$ cat config.mk
export PLATFORM = sky130hd
export DESIGN_NAME = dlv2_rx
export DESIGN_NICKNAME = d
export VERILOG_FILES = /design/src/rtl/dlv2_rx.sv
export SDC_FILE = /design/constraint.sdc
export NUM_CORES = 1
export LEC_CHECK = 0
export ABC_AREA = 0
export CAP_MARGIN = 30
export CORE_AREA = 2 2 84 86
export DETAILED_ROUTE_END_ITERATION = 8
export DIE_AREA = 0 0 86 88
export PLACE_DENSITY = 0.83
export SLEW_MARGIN = 20
export SYNTH_ARGS = -nofsm -noshare
export SYNTH_HDL_FRONTEND = slang
export SYNTH_SLANG_ARGS = --single-unit
export TNS_END_PERCENT = 5
$ cat constraint.sdc
create_clock -name clk -period 3 [get_ports clk]
set_input_delay 0.6 -clock clk [delete_from_list [all_inputs] [get_ports clk]]
set_output_delay 0.6 -clock clk [all_outputs]
set_load 0.01 [all_outputs]
$ cat src/rtl/dlv2_rx.sv
// Receive-side inverse of the two-phase lane delay: re-pairs each even half with the
// odd half sent one valid word earlier and re-interleaves the bits into the original word.
module dlv2_rx #(
    parameter int unsigned WIDTH = 40
) (
    input  logic             clk,
    input  logic             arst_n,
    input  logic             resync,
    input  logic [WIDTH-1:0] din,
    input  logic             din_valid,
    output logic [WIDTH-1:0] dout,
    output logic             dout_valid,
    output logic             primed,
    output logic [15:0]      drop_cnt
);

    localparam int unsigned H     = WIDTH / 2;
    localparam int unsigned CNT_W = 16;

    localparam logic [0:0] ST_EMPTY = 1'b0;
    localparam logic [0:0] ST_HOLD  = 1'b1;

    // The half-word split only makes sense for even widths of at least two bit pairs.
    generate
        if (((WIDTH % 2) != 0) || (WIDTH < 4)) begin : g_bad_width
            $error("dlv2_rx: WIDTH must be even and >= 4");
        end
    endgenerate

    logic [0:0]       state_q, state_d;
    logic [H-1:0]     odd_q, odd_d;
    logic [WIDTH-1:0] dout_q, dout_d;
    logic             dv_q, dv_d;
    logic             primed_q, primed_d;
    logic [CNT_W-1:0] drop_q, drop_d;
    logic [WIDTH-1:0] woven_c;

    // Even half of the incoming word lands on even bit positions, held odd half on odd ones.
    for (genvar i = 0; i < H; i++) begin : g_weave
        assign woven_c[2*i]   = din[i];
        assign woven_c[2*i+1] = odd_q[i];
    end

    always_ff @(posedge clk or negedge arst_n) begin
        if (!arst_n) begin
            state_q  <= ST_EMPTY;
            odd_q    <= '0;
            dout_q   <= '0;
            dv_q     <= 1'b0;
            primed_q <= 1'b0;
            drop_q   <= '0;
        end else begin
            state_q  <= state_d;
            odd_q    <= odd_d;
            dout_q   <= dout_d;
            dv_q     <= dv_d;
            primed_q <= primed_d;
            drop_q   <= drop_d;
        end
    end

    always_comb begin
        state_d = state_q;
        odd_d   = odd_q;
        dout_d  = dout_q;
        dv_d    = 1'b0;
        drop_d  = drop_q;

        if (resync) begin
            // Any word arriving alongside resync is discarded without counting it as a drop.
            state_d = ST_EMPTY;
            odd_d   = '0;
        end else if (din_valid) begin
            case (state_q)
                ST_EMPTY: begin
                    // Even half belongs to a word from before the stream start.
                    odd_d   = din[WIDTH-1:H];
                    state_d = ST_HOLD;
                    drop_d  = (drop_q == {CNT_W{1'b1}}) ? drop_q : drop_q + CNT_W'(1);
                end
                ST_HOLD: begin
                    dout_d  = woven_c;
                    dv_d    = 1'b1;
                    odd_d   = din[WIDTH-1:H];
                end
                default: begin
                    state_d = ST_EMPTY;
                    odd_d   = '0;
                end
            endcase
        end

        primed_d = (state_d == ST_HOLD);
    end

    assign dout       = dout_q;
    assign dout_valid = dv_q;
    assign primed     = primed_q;
    assign drop_cnt   = drop_q;

endmodule

==> Word-level counts from Yosys, hierarchy flattened <==
Cells that the tools add are included.
{ "classes": {"n_reduce_logical": 3, "n_addsub": 1, "muxes": 7, "n_bitwise": 3, "div": 0, "n_mul": 0, "eq_ne": 1, "n_lt_le_gt_ge": 0, "shift": 0} }
{ "op_table": {"columns": ["operator", "count"], "rows": [
  ["$mux W20", 2],
  ["$add A16 B1 Y16 const B", 1],
  ["$eq A16 B16 Y1 const B", 1],
  ["$mux W1", 5],
  ["$reduce_and A4 Y1", 1],
  ["$not A1 Y1", 3],
  ["$reduce_and A3 Y1", 1],
  ["$reduce_bool A2 Y1", 1]
]} }
{ "totals": {"latch_bits": 0, "in_bits": 44, "register_bits": 78, "elab_cells": 20, "memories": 0, "out_inout_bits": 58, "romBits": 0, "ram_bits": 0} }

==> Logic depth before layout (Yosys ltp) <==
{ "logic_depth": {"ltp_word": 3, "ltp_mapped": 6, "ltp_nobuf": 5} }

==> Worst setup path after synthesis <==
OpenSTA, ideal clock, no wires.
{ "synth_path": {"path_type": "in2reg", "startpoint": "input port din_valid", "endpoint": "register drop_q[13], in the netlist drop_cnt[13]", "setup_ns": 0.127, "cell_stages": 5, "n_path_buf": 1, "required_time_ns": 2.873, "t_arrival_ns": 1.770, "slack_ns": 1.103, "cell_sequence": "buf_2 > nand2b_1 > nor4_4 > or3b_2 > xnor2_1"} }
{ "synth_between": {"elab_chain_len": 1} }
{ "synth_rtl": {"columns": ["item", "line", "text"], "rows": [
  ["start, declared", "10", "input logic din_valid,"],
  ["$reduce_and A4 Y1 (no line)", null, null],
  ["end signal, assigned", "58", "drop_q <= drop_d;"],
  ["end, declared", "35", "logic [CNT_W-1:0] drop_q, drop_d;"]
]} }
Every way passes these cells.
A chain may end at the register's enable or synchronous reset.

==> Final worst setup path <==
{ "layout_path": {"startpoint": "input port din_valid", "endpoint": "register dout_q[12], in the netlist dout[12]"} }
{ "layout_between": {"elab_chain_len": 1} }
{ "layout_rtl": {"columns": ["item", "line", "text"], "rows": [
  ["$reduce_and A3 Y1 (no line)", null, null],
  ["end signal, assigned", "55", "dout_q <= dout_d;"],
  ["end, declared", "32", "logic [WIDTH-1:0] dout_q, dout_d;"]
]} }
Every way passes these cells.

==> results.ini <==
[synthesis]
synth_area_leaders = dfrtp_1 (61%), nand2_1 (7.8%), mux2_2 (7.4%)
synth.distinct_cells = 27
synth.avg_cell_area_um2 = 11.8
yosys.area.top_type_share = 0.615
synth_area_um2 = 3170
yosysTopAreaCell = dfrtp_1
synth_edf_count = 0
yosys_warnings = 0
syn_nets = 314
synthTopCellsByCount = dfrtp_1 (78), nand2_1 (66), nor2_1 (25)
ys_seq_area_frac = 0.615
synth_top_flop_cell = dfrtp_1
syn_inst = 269
synth-seq-cells = 78
synth.most_common_cell = dfrtp_1
async_reset_ff_frac = 1.00

[global_routing]
grt_usage = 0.194
grt_pass1_vias = 2388
grt_pass1_wl_um = 11400
grt_start_max_net_pins = 79
globalRouteOverflowTotal = 0
antenna_found_initial = 0

[placement]
gp_congestion = 0.789
hpwl_um = 4630
port_buffers = 101

[sta]
fin_crit_ns = 2.27
fin_crit_sh = 0.757
drv_slew = 0
clock_skew_ns = 0.00631
rsz0062_at_grt = false
slew_headroom = 0.590
worst_pin_slew_ns = 0.614
setup_viol = 0
setup-tns-final_ns = 0
final_hold_viol_count = 0
hold_ws_ns = 0.131
clock.fmax_mhz = 440

[job]
maxCapViolCount = 0

[power_and_ir_drop]
p_per_area_nw_per_um2 = 601
vdd_drop_max_mv = 0.399
p_leak_nw = 2.11

[finish]
final_util = 0.678
drive_above_1_share = 0.129
nets = 419
nFillCells = 517
n_antenna_cell = 0
syn_to_final_growth_pct = 41.9

[setup_path]
cp.arrival_ns = 2.55
reg2reg_slack_ns = 1.09
r2r_cells = 4
start_kind = input pin
end_kind = flop
cp-startpoint = din_valid
worstPathMaxFanout = 41
crit_required_ns = 3.27
regToRegStartpoint = drop_cnt[0]
reg2reg_to = drop_cnt[1]
crit_type = input pin to flop
crit_path_end = dout[12]

[cts]
cts_buffers = 9
clkSlewWorstSetupHoldPaths_ns = 0.07
ctsHtreeMaxLevel = 3
cts_setup_buffers = 0
clock_path_buffers = 2
cts_num_sinks = 78
cts_resized = 0
clk_latency_ns = 0.33
cts_tree = done
root_buffer = clkbuf_8
hold_buffers = 0

[hold_path]
hold_path.class = input pin to asynchronous set/reset pin

[floorplan]
io_pins = 102
die_area_um2 = 7570
core_um2 = 6640
die_y_um = 88
rows = 30
initial_core_util = 0.478
fp.dieW_um = 86

[drt]
vias = 2292
routedWlPerCell_um = 14.8
dr.pass1.iters = 4
drc = 0
viasPerCell = 4.99
wl_um = 6800
antenna_violating_nets_post_route = 0
drtIter0Drc = 139

[status]
status = finished clean

registers in the layout, summed over array words and instances, names as in the netlist:
signal and count:
primed 1, drop_cnt 16, odd_q 20, dout_valid 1, dout 40
final cells by class:
cell class                      instances  area (um^2)  share of cell area
Timing Repair Buffer                  105         1070               0.238
Sequential cell                        78         1950               0.433
Inverter                                2         7.51             0.00167
Tap cell                               80          100              0.0222
Multi-Input combinational cell        178         1170               0.260
Clock buffer                           12          155              0.0345
Clock inverter                          4         45.0              0.0100
kinds of logic after synthesis:
group                      Yosys count  share of synthesized area
and+or+nand+nor                    119                      0.176
DFF                                 78                      0.615
muxes                               41                      0.138
xor gates and xnor gates            15                     0.0414
buffers and inverters               13                     0.0158
AOI/OAI and AO/OA                    2                     0.0102
adders and majority gates            1                    0.00394
worst max-delay path, stage by stage:
cell and delay, ns:
clkdlybuf4s50_1 0.48, buf_4 0.35, nand3b_1 0.18, buf_12 0.22, inv_1 0.47, nand2_1 0.14
nand2_1 0.09
where the power goes:
part           total [mW]  internal (mW)  switching [mW]  leakage [nW]
clock network       0.784          0.426           0.357         0.106
registers            1.31           1.19           0.114          1.02
logic               0.617          0.369           0.248         0.980
metal layers:
metal | share of wire | wire length, um | vias up | global-route usage
li1 | - | - | 1104 | -
met1 | 0.42 | 2880 | 1096 | 0.253
met2 | 0.47 | 3220 | 82 | 0.288
met3 | 0.091 | 616 | 10 | 0.0763
met4 | 0.013 | 87 | 0 | 0.0895
met5 | 0 | 0 | - | 0
worst min path at each step:
stage | start | cells after the start | endpoint
floorplan | arst_n | 0 | dout[0]
global placement | dout[12] | 2 | dout[12]
detailed placement | dout[36] | 2 | dout[36]
CTS | arst_n | 1 | odd_q[10]
global route | arst_n | 1 | odd_q[15]
finish | arst_n | 1 | odd_q[8]
cells in the final DEF, fill, tap and decap left out, drive strengths merged:
cell,synthesis,layout
or3b,2,2
xnor2,8,8
nor3b,2,2
nand3,7,7
or4,2,2
nand3b,1,1
bufinv,0,1
buf,3,5
nor3,3,3
clkinv,0,3
nand2b,1,1
and4,1,1
o41ai,2,2
nand4,5,5
nand2,66,66
nor2,25,25
xor2,7,7
mux2,21,21
clkdlybuf4s50,0,100
clkbuf,8,12
nor4,3,3
or4b,1,1
inv,2,2
mux2i,20,20
ha,1,1
dfrtp,78,78
through the flow:
step                total power, mW  setup WS (ns)  cell area [um^2]  std cells
floorplan                      1.55           1.10              3170        269
global route                   2.86          0.587              4500        459
CTS                            2.74          0.739              4480        458
global placement               1.92          0.430              4280        442
finish                         2.71          0.728              4500        459
detailed placement             1.94          0.381              4280        442
(Power assumes the default switching activity.)
